## src/rtl/k423_if_bpu_upd_ctrl.sv

```systemverilog
// k423_if_bpu_upd_ctrl
// Buffers branch resolutions from execute and forwards them to the branch
// predictor as updates, counts mispredicted updates, and runs a full-table
// invalidation sweep (BHT/BTB entry clears plus a RAS pointer reset) on a
// flush request.
//
// Ports
//   clk_i, rst_i         clock, asynchronous active-high reset
//   res_*                resolution input (valid/ready handshake)
//   upd_*                update output to the BPU (valid/ready handshake)
//   flush_req_i          single-cycle request to invalidate predictor state
//   flush_busy_o         sweep in progress
//   clr_vld_o/clr_idx_o  per-entry clear strobe and index
//   ras_clr_o            one-cycle RAS pointer reset
//   mis_cnt_o            saturating count of delivered mispredicted updates
//
// Optional feature: define K423_BPU_UPD_BYPASS_EN to forward a resolution
// straight to the update port when the FIFO is empty in IDLE.

`ifndef BR_TYPE_W
`define BR_TYPE_W 3
`endif
`ifndef CORE_DATA_W
`define CORE_DATA_W 32
`endif

module k423_if_bpu_upd_ctrl #(
    parameter int UPD_DEPTH = 4,
    parameter int TBL_IDX_W = 6
) (
    input  logic                    clk_i,
    input  logic                    rst_i,
    input  logic                    res_vld_i,
    output logic                    res_rdy_o,
    input  logic                    res_tkn_i,
    input  logic                    res_mis_i,
    input  logic [`BR_TYPE_W-1:0]   res_type_i,
    input  logic [`CORE_DATA_W-1:0] res_src_pc_i,
    input  logic [`CORE_DATA_W-1:0] res_tgt_pc_i,
    input  logic [1:0]              res_sat_cnt_i,
    input  logic                    flush_req_i,
    output logic                    flush_busy_o,
    output logic                    upd_vld_o,
    output logic                    upd_tkn_o,
    output logic                    upd_mis_o,
    output logic [`BR_TYPE_W-1:0]   upd_type_o,
    output logic [`CORE_DATA_W-1:0] upd_src_pc_o,
    output logic [`CORE_DATA_W-1:0] upd_tgt_pc_o,
    output logic [1:0]              upd_sat_cnt_o,
    input  logic                    upd_rdy_i,
    output logic                    clr_vld_o,
    output logic [TBL_IDX_W-1:0]    clr_idx_o,
    output logic                    ras_clr_o,
    output logic [31:0]             mis_cnt_o
);

    localparam int AW    = $clog2(UPD_DEPTH);
    localparam int PTR_W = AW + 1;

    typedef enum logic [1:0] {IDLE, SWEEP, DONE} state_t;

    typedef struct packed {
        logic                    tkn;
        logic                    mis;
        logic [`BR_TYPE_W-1:0]   typ;
        logic [`CORE_DATA_W-1:0] src;
        logic [`CORE_DATA_W-1:0] tgt;
        logic [1:0]              sat;
    } upd_ent_t;

    function automatic logic [31:0] sat_inc(input logic [31:0] v);
        return (v == 32'hFFFF_FFFF) ? v : v + 32'd1;
    endfunction

    state_t               state, state_nxt;
    logic [PTR_W-1:0]     wr_ptr, rd_ptr;
    logic [TBL_IDX_W-1:0] sweep_idx;
    logic [31:0]          mis_cnt_q;
    upd_ent_t             mem [UPD_DEPTH];
    upd_ent_t             res_ent, head_ent, out_ent;
    logic                 fifo_empty, fifo_full;
    logic                 use_byp, push, pop, xfer, flush_go;

    assign res_ent = '{tkn: res_tkn_i, mis: res_mis_i, typ: res_type_i,
                       src: res_src_pc_i, tgt: res_tgt_pc_i, sat: res_sat_cnt_i};

    // Wrap bits differ with equal addresses -> full; fully equal -> empty.
    assign fifo_empty = (wr_ptr == rd_ptr);
    assign fifo_full  = (wr_ptr[AW] != rd_ptr[AW]) &&
                        (wr_ptr[AW-1:0] == rd_ptr[AW-1:0]);
    assign head_ent   = mem[rd_ptr[AW-1:0]];

    // Control state register
    always_ff @(posedge clk_i or posedge rst_i) begin
        if (rst_i) begin
            state <= IDLE;
        end else begin
            state <= state_nxt;
        end
    end

    always_comb begin
        state_nxt    = state;
        upd_vld_o    = 1'b0;
        res_rdy_o    = 1'b0;
        clr_vld_o    = 1'b0;
        ras_clr_o    = 1'b0;
        flush_busy_o = 1'b0;
        use_byp      = 1'b0;
        case (state)
            IDLE: begin
                upd_vld_o = !fifo_empty;
`ifdef K423_BPU_UPD_BYPASS_EN
                if (fifo_empty && res_vld_i && !flush_req_i && !rst_i) begin
                    upd_vld_o = 1'b1;
                    use_byp   = 1'b1;
                end
`endif
                // A pop in the same cycle frees the slot a full FIFO needs.
                res_rdy_o = !rst_i && !flush_req_i &&
                            (!fifo_full || (upd_vld_o && upd_rdy_i));
                if (flush_req_i) begin
                    state_nxt = SWEEP;
                end
            end
            SWEEP: begin
                clr_vld_o    = 1'b1;
                ras_clr_o    = (sweep_idx == '0);
                flush_busy_o = 1'b1;
                if (sweep_idx == '1) begin
                    state_nxt = DONE;
                end
            end
            DONE: begin
                flush_busy_o = 1'b1;
                state_nxt    = IDLE;
            end
            default: state_nxt = IDLE;
        endcase
    end

    assign xfer     = upd_vld_o && upd_rdy_i;
    assign pop      = xfer && !use_byp;
    // A bypassed resolution is only buffered if the BPU did not take it.
    assign push     = res_vld_i && res_rdy_o && !(use_byp && upd_rdy_i);
    assign flush_go = (state == IDLE) && flush_req_i;

    assign out_ent       = use_byp ? res_ent : head_ent;
    assign upd_tkn_o     = upd_vld_o & out_ent.tkn;
    assign upd_mis_o     = upd_vld_o & out_ent.mis;
    assign upd_type_o    = upd_vld_o ? out_ent.typ : '0;
    assign upd_src_pc_o  = upd_vld_o ? out_ent.src : '0;
    assign upd_tgt_pc_o  = upd_vld_o ? out_ent.tgt : '0;
    assign upd_sat_cnt_o = upd_vld_o ? out_ent.sat : '0;

    // FIFO storage, data only
    always_ff @(posedge clk_i) begin
        if (push) begin
            mem[wr_ptr[AW-1:0]] <= res_ent;
        end
    end

    // FIFO pointers; a flush drops every buffered resolution as stale
    always_ff @(posedge clk_i or posedge rst_i) begin
        if (rst_i) begin
            wr_ptr <= '0;
            rd_ptr <= '0;
        end else if (flush_go) begin
            wr_ptr <= '0;
            rd_ptr <= '0;
        end else begin
            if (push) wr_ptr <= wr_ptr + 1'b1;
            if (pop)  rd_ptr <= rd_ptr + 1'b1;
        end
    end

    // Sweep index wraps back to zero as the last entry is cleared
    always_ff @(posedge clk_i or posedge rst_i) begin
        if (rst_i) begin
            sweep_idx <= '0;
        end else if (state == SWEEP) begin
            sweep_idx <= sweep_idx + 1'b1;
        end
    end

    // Mispredict counter survives flushes; only reset clears it
    always_ff @(posedge clk_i or posedge rst_i) begin
        if (rst_i) begin
            mis_cnt_q <= '0;
        end else if (xfer && upd_mis_o) begin
            mis_cnt_q <= sat_inc(mis_cnt_q);
        end
    end

    assign clr_idx_o = sweep_idx;
    assign mis_cnt_o = mis_cnt_q;

endmodule

```

## config.mk

```make
export PLATFORM = sky130hd
export DESIGN_NAME = k423_if_bpu_upd_ctrl
export DESIGN_NICKNAME = d
export VERILOG_FILES = /design/src/rtl/k423_if_bpu_upd_ctrl.sv
export SDC_FILE = /design/constraint.sdc
export NUM_CORES = 1
export LEC_CHECK = 0
export ABC_AREA = 1
export CORE_MARGIN = 5
export CORE_UTILIZATION = 58
export CTS_BUF_LIST = sky130_fd_sc_hd__clkbuf_4 sky130_fd_sc_hd__clkbuf_8
export CTS_CLUSTER_SIZE = 40
export DETAILED_ROUTE_END_ITERATION = 6
export HOLD_SLACK_MARGIN = 0.12
export MAX_ROUTING_LAYER = met4
export PLACE_DENSITY = 0.84
export SETUP_SLACK_MARGIN = 0.4
export SKIP_LAST_GASP = 1
export SYNTH_ARGS = -nofsm -noshare
export SYNTH_HDL_FRONTEND = slang
export SYNTH_SLANG_ARGS = --single-unit
```

## constraint.sdc

```tcl
create_clock -name clk_i -period 8.6 [get_ports clk_i]
set_clock_uncertainty 0.15 [all_clocks]
set_input_delay 2.15 -clock clk_i [delete_from_list [all_inputs] [get_ports clk_i]]
set_output_delay 2.15 -clock clk_i [all_outputs]
set_load 0.03 [all_outputs]
```

==> results of run 1 <==
[final timing paths]
check                                   from               to  depth (start not counted)
worst max-delay path               rd_ptr[1]  upd_tgt_pc_o[0]                          8
worst max register to register     rd_ptr[0]        mem[0][6]                          8
min in group asynchronous              rst_i     mis_cnt_o[6]                          3
max in group asynchronous              rst_i        rd_ptr[0]                          3
worst min register to register  clr_idx_o[0]     clr_idx_o[0]                          1
worst min-delay path            clr_idx_o[0]     clr_idx_o[0]                          1
[layout make-up]
| type | count | area share (%) |
|---|---|---|
| Multi-Input combinational cell | 868 | 22.9 |
| Sequential cell | 330 | 56.3 |
| Timing Repair Buffer | 199 | 11.4 |
| Clock buffer | 66 | 4.70 |
| Inverter | 43 | 0.967 |
| Antenna cell | 1 | 0.0145 |
| Clock inverter | 21 | 1.34 |
| Tap cell | 324 | 2.36 |
[power by group]
group          switching (W)  internal [W]  total (W)
combinational       0.000860      0.000444    0.00130
sequential         0.0000587       0.00181    0.00187
clock               0.000575      0.000764    0.00134
total                0.00149       0.00301    0.00451
[per-layer routing]
layer  track usage, %  vias to the layer above
li1                 -                     4821
met1             28.4                     4838
met2             40.9                      426
met3             5.22                       84
met4             8.86                        0
met5                -                        -
[cell usage in the layout (no fill, tap or decap), types with 2 or more instances in the layout]
cell type,instances
edfxtp_1,284
nand3_2,3
nor2_1,328
clkinv_2,7
xor2_1,8
nor2_4,8
clkdlybuf4s50_1,189
nand4_1,6
nand2_1,213
nand3_1,34
buf_4,10
a21oi_1,70
ha_1,11
dfrtp_1,44
nand3b_1,14
clkbuf_4,16
o21ai_0,151
bufinv_16,5
nor2_2,2
xnor2_1,8
nor3_1,3
inv_4,2
clkbuf_8,50
nand2_2,2
inv_1,40
clkinv_1,8
[state kept, by name, indices dropped and copies added (netlist names)]
register and cells:
mem 284, mis_cnt_o 32, clr_idx_o 6, rd_ptr 3, wr_ptr 3, state 2
[metrics by stage]
step | hold WS [ns] | cell area, µm²
after CTS | 0.376 | 17200
after global placement | 0.357 | 16200
after global routing | 0.419 | 17200
after floorplan | 0.388 | 14100
final | 0.377 | 17200
after detailed placement | 0.366 | 16200
[cell families after synthesis]
group | share of synthesized area [%]
xor gates and xnor gates | 0.997
DFF | 68.9
adders and majority gates | 0.979
and+or+nand+nor | 17.9
buffers and inverters | 3.29
AOI/OAI and AO/OA | 8.01
==> impl_metrics.yaml, run 1 <==
yosys:
  avgSynthCellArea_um2: 10.8
  postSynth.asyncResetShare_pct: 13.9
  yosysWarnings: 0
  yosysTopAreaCellShare_pct: 60.7
  synthTopCellsByArea: "edfxtp_1, nor2_1, dfrtp_1"
  seq_area_frac_synth_pct: 68.9
  synth_edf_count: 284
  synth_top_area_cell: "edfxtp_1"
  synthCells: 1301
  ys_ff_latch: 330
  synth.most_common_cell: "nor2_1"
  syn_nets: 1388
  synth_cell_types: 31
  netlist_area_um2: 14100
  synth_commonest_cells: "nor2_1, edfxtp_1, nand2_1"
  synth_ff_type: "edfxtp_1"
die:
  die_area_um2: 27400
  core_um2: 24100
  initial_core_util_pct: 58.3
  fp-row-count: 57
  io_pins: 190
  die_w_um: 166
  die_y_um: 166
layout:
  final_net_count: 1579
  syn_to_final_growth_pct: 22.5
  ff_latch_area_um2: 9680
  fillers: 1692
  post-route-util_pct: 71.4
  drive_above_1_share_pct: 7.27
  multi_input_area_um2: 3950
  fin_cells: 1852
clocking:
  cts-htree-levels: 2
  worstSkewPairLatency_ns: 0.54
  cts_buffer_depth: 3
  post_cts_buffers: 0
  cts_hold_buf: 0
  clk_pin_slew_ns: 0.07
  cts_buffers: 50
  cts_resized: 0
  cts.sinks: 330
  cts_tree: "yes"
  cts_root_buf: "clkbuf_8"
grt:
  grt_pass1_vias: 10241
  grt_max_degree: 119
  grtUsageTotal_pct: 24.0
  grt_pass1_wl_mm: 52.2
  grt_overflow_total: 0
  antenna_found_initial: 1
critical_path:
  path_class: "flip-flop to output pin"
  critPathArrivalTime_ns: 4.09
  critPathTopFamily: "buffers and inverters"
  r2r_slack_ns: 4.70
  required_ns: 6.30
  path_cells: "buf_4 -> nand2_1 -> nand2_1 -> nand3_1 -> nand2_2 -> buf_4 -> a21oi_1 -> clkdlybuf4s50_1"
  cp.buffers_inverters: 3
  slowest_stage: "nand2_2"
  endpoint_kind: "output pin"
  worstPathMaxFanout: 73
  start_kind: "flip-flop"
  cpPeakStageDelay_ns: 0.90
detailed_routing:
  drtPass1Iterations: 5
  wl_met2_mm: 16.4
  drcViolationCount: 0
  drt-total-wl_mm: 32.7
  postRouteAntennaNets: 0
  wl_met3_mm: 2.74
  top_layer: "met4"
  drtIter0Drc: 1000
  post_drt_wl_per_cell_um: 17.7
  dr_total_vias: 10169
  avgViaCountPerCell: 5.49
  wl_met1_mm: 12.6
timing:
  setup_viol: 0
  finalHoldViolCount: 0
  rsz0062_at_grt: "no"
  maxSlewHeadroom_pct: 17.5
  slew_viol_final: 0
  setup_slack_ns: 2.21
  post-route-period-util_pct: 74.4
  fin_tns_setup_ns: 0
  tightestPinTransition_ns: 1.23
  period_minus_slack_ns: 6.39
  max_freq_ghz: 0.156
job:
  drv_cap: 0
power:
  p_leak_nw: 6.25
  vdd_ir_drop_max_mv: 0.211
  power_w: 0.00451
  power_per_cell_area_nw_per_um2: 262
placement:
  place_inst: 1764
  dp_slack_ns: 2.37
  gp_congestion: 0.997
  dp_hpwl_mm: 19.7
  portBuffers: 189
outcome:
  outcome: "finished, final reports clean"
worst_hold_path:
  worst_hold_path_type: "flip-flop to flip-flop"
Power figures use the tool's default switching activity.
==> run 2, diff against run 1 <==
CORE_UTILIZATION = 57   (was 58)
PLACE_DENSITY = 0.82   (was 0.84)
clock period = 6 ns   (was 8.6 ns; I/O delays follow)
==> run 2 against run 1 <==
Against the previous run: critical path depth is 1 lower; worst setup slack worse by 1.6 ns; highest routed layer unchanged; non-clock buffer count up 3; core utilization is 0.47 points lower; critical path type unchanged; flip-flop and latch count unchanged.
==> impl_metrics.yaml, run 2 (synthesis gave the netlist of run 1 again) <==
grt:
  grt_max_degree: 123
  grt_pass1_vias: 10241
  antenna_found_initial: 2
  grtUsageTotal_pct: 23.6
  grt_pass1_wl_mm: 51.7
  grt_overflow_total: 0
detailed_routing:
  dr_total_vias: 10182
  drtIter0Drc: 894
  avgViaCountPerCell: 5.48
  wl_met1_mm: 12.7
  drtPass1Iterations: 5
  wl_met2_mm: 16.4
  top_layer: "met4"
  drt-total-wl_mm: 32.7
  drcViolationCount: 0
  post_drt_wl_per_cell_um: 17.6
  wl_met3_mm: 2.66
  postRouteAntennaNets: 0
die:
  die_w_um: 167
  io_pins: 190
  fp-row-count: 57
  die_y_um: 167
  die_area_um2: 27900
  core_um2: 24300
  initial_core_util_pct: 57.8
power:
  power_w: 0.00638
  p_sw_share_pct: 33.8
  power.share.clock_pct: 28.4
  p_leak_nw: 6.27
  seq_power_share_pct: 41.8
  vdd_ir_drop_max_mv: 0.302
  intPower_w: 0.00422
  power_per_cell_area_nw_per_um2: 370
  power_switching_w: 0.00215
  power_frac_comb_pct: 29.8
layout:
  drive_above_1_share_pct: 7.70
  fin_cells: 1859
  final_net_count: 1583
  largest_register_ffs: 284
  syn_to_final_growth_pct: 22.7
  stdcell_area_um2: 17200
  layout_common_cells: "nor2_1, edfxtp_1, nand2_1"
  final_common_cell: "nor2_1"
timing:
  maxSlewHeadroom_pct: 25.8
  slew_viol_final: 0
  max_freq_ghz: 0.185
  hold_ws_ns: 0.384
  period_minus_slack_ns: 5.40
  setup_viol: 0
  fin_tns_setup_ns: 0
  finalHoldViolCount: 0
  rsz0062_at_grt: "no"
  tightestPinTransition_ns: 1.11
  post-route-period-util_pct: 90.0
worst_hold_path:
  worst_hold_path_type: "flip-flop to flip-flop"
clocking:
  cts-htree-levels: 2
  cts.sinks: 330
  cts_root_buf: "clkbuf_8"
  cts_buffers: 51
  cts_buffer_depth: 3
  clk_pin_slew_ns: 0.06
  cts_tree: "yes"
  post_cts_buffers: 0
  worstSkewPairLatency_ns: 0.56
placement:
  portBuffers: 189
  placed_cell_area_um2: 16200
  dp_hpwl_mm: 19.8
  place_inst: 1767
  gp_congestion: 0.970
critical_path:
  path_class: "flip-flop to output pin"
  endpoint_kind: "output pin"
  start_kind: "flip-flop"
  critPathArrivalTime_ns: 3.75
  worstPathMaxFanout: 61
  required_ns: 4.35
outcome:
  outcome: "finished, final reports clean"
job:
  drv_cap: 0
run 2: critical path, cell delays in order (launching register included):
cell             delay [ns]
dfrtp_4                0.64
buf_4                  0.58
buf_6                  0.47
nor2_1                 0.10
nor2_1                 0.12
o21ai_0                0.12
a21oi_1                0.31
clkdlybuf4s50_1        0.74
run 2: layout make-up:
cell class	count	area (µm²)
sequential	330	9680
fill	1640	7070
multi-input combinational	868	3950
timing repair buffer	202	2030
clock buffer	78	936
tap	324	405
inverter	43	166
clock inverter	12	70.1
antenna	2	5.00
run 2: repair_timing:
| action | 4_1_cts | 5_1_grt |
|---|---|---|
| hold endpoints to repair | 0 | 0 |
| setup endpoints to repair | 0 | 21 |
| gates resized for setup | 0 | 1 |
| hold buffers | 0 | 0 |
run 2: routing by layer:
metal	vias up	global-route usage (%)
met5	-	-
li1	4839	-
met4	0	8.47
met1	4857	28.6
met3	76	5.48
met2	410	39.2
run 2: path summary, 6_finish.rpt:
check                      depth (start not counted)          from          endpoint  slack, ns
max reg2reg                                        8     rd_ptr[0]        mem[2][54]       2.69
max in group asynchronous                          3         rst_i         rd_ptr[0]       3.94
min reg2reg                                        1  clr_idx_o[0]      clr_idx_o[0]       0.38
min                                                1  clr_idx_o[0]      clr_idx_o[0]       0.38
min in group asynchronous                          3         rst_i         wr_ptr[2]       1.32
max                                                7     rd_ptr[0]  upd_tgt_pc_o[18]       0.60
run 2: metrics by stage:
step           util, %  setup slack [ns]
2_1_floorplan        -             0.453
3_3_place_gp      66.7              1.02
3_5_place_dp      66.7              1.00
4_1_cts           70.9             0.428
5_1_grt           70.9             0.422
6_report          70.9             0.600
run 2: power groups by stage:
stage | Clock [W] | Combinational, W | Sequential [W]
final | 0.00181 | 0.00190 | 0.00267
after global routing | 0.00196 | 0.00204 | 0.00268
after CTS | 0.00185 | 0.00191 | 0.00267
after detailed placement | 0 | 0.00190 | 0.00271
after global placement | 0 | 0.00186 | 0.00271
after floorplan | 0 | 0.00112 | 0.00274
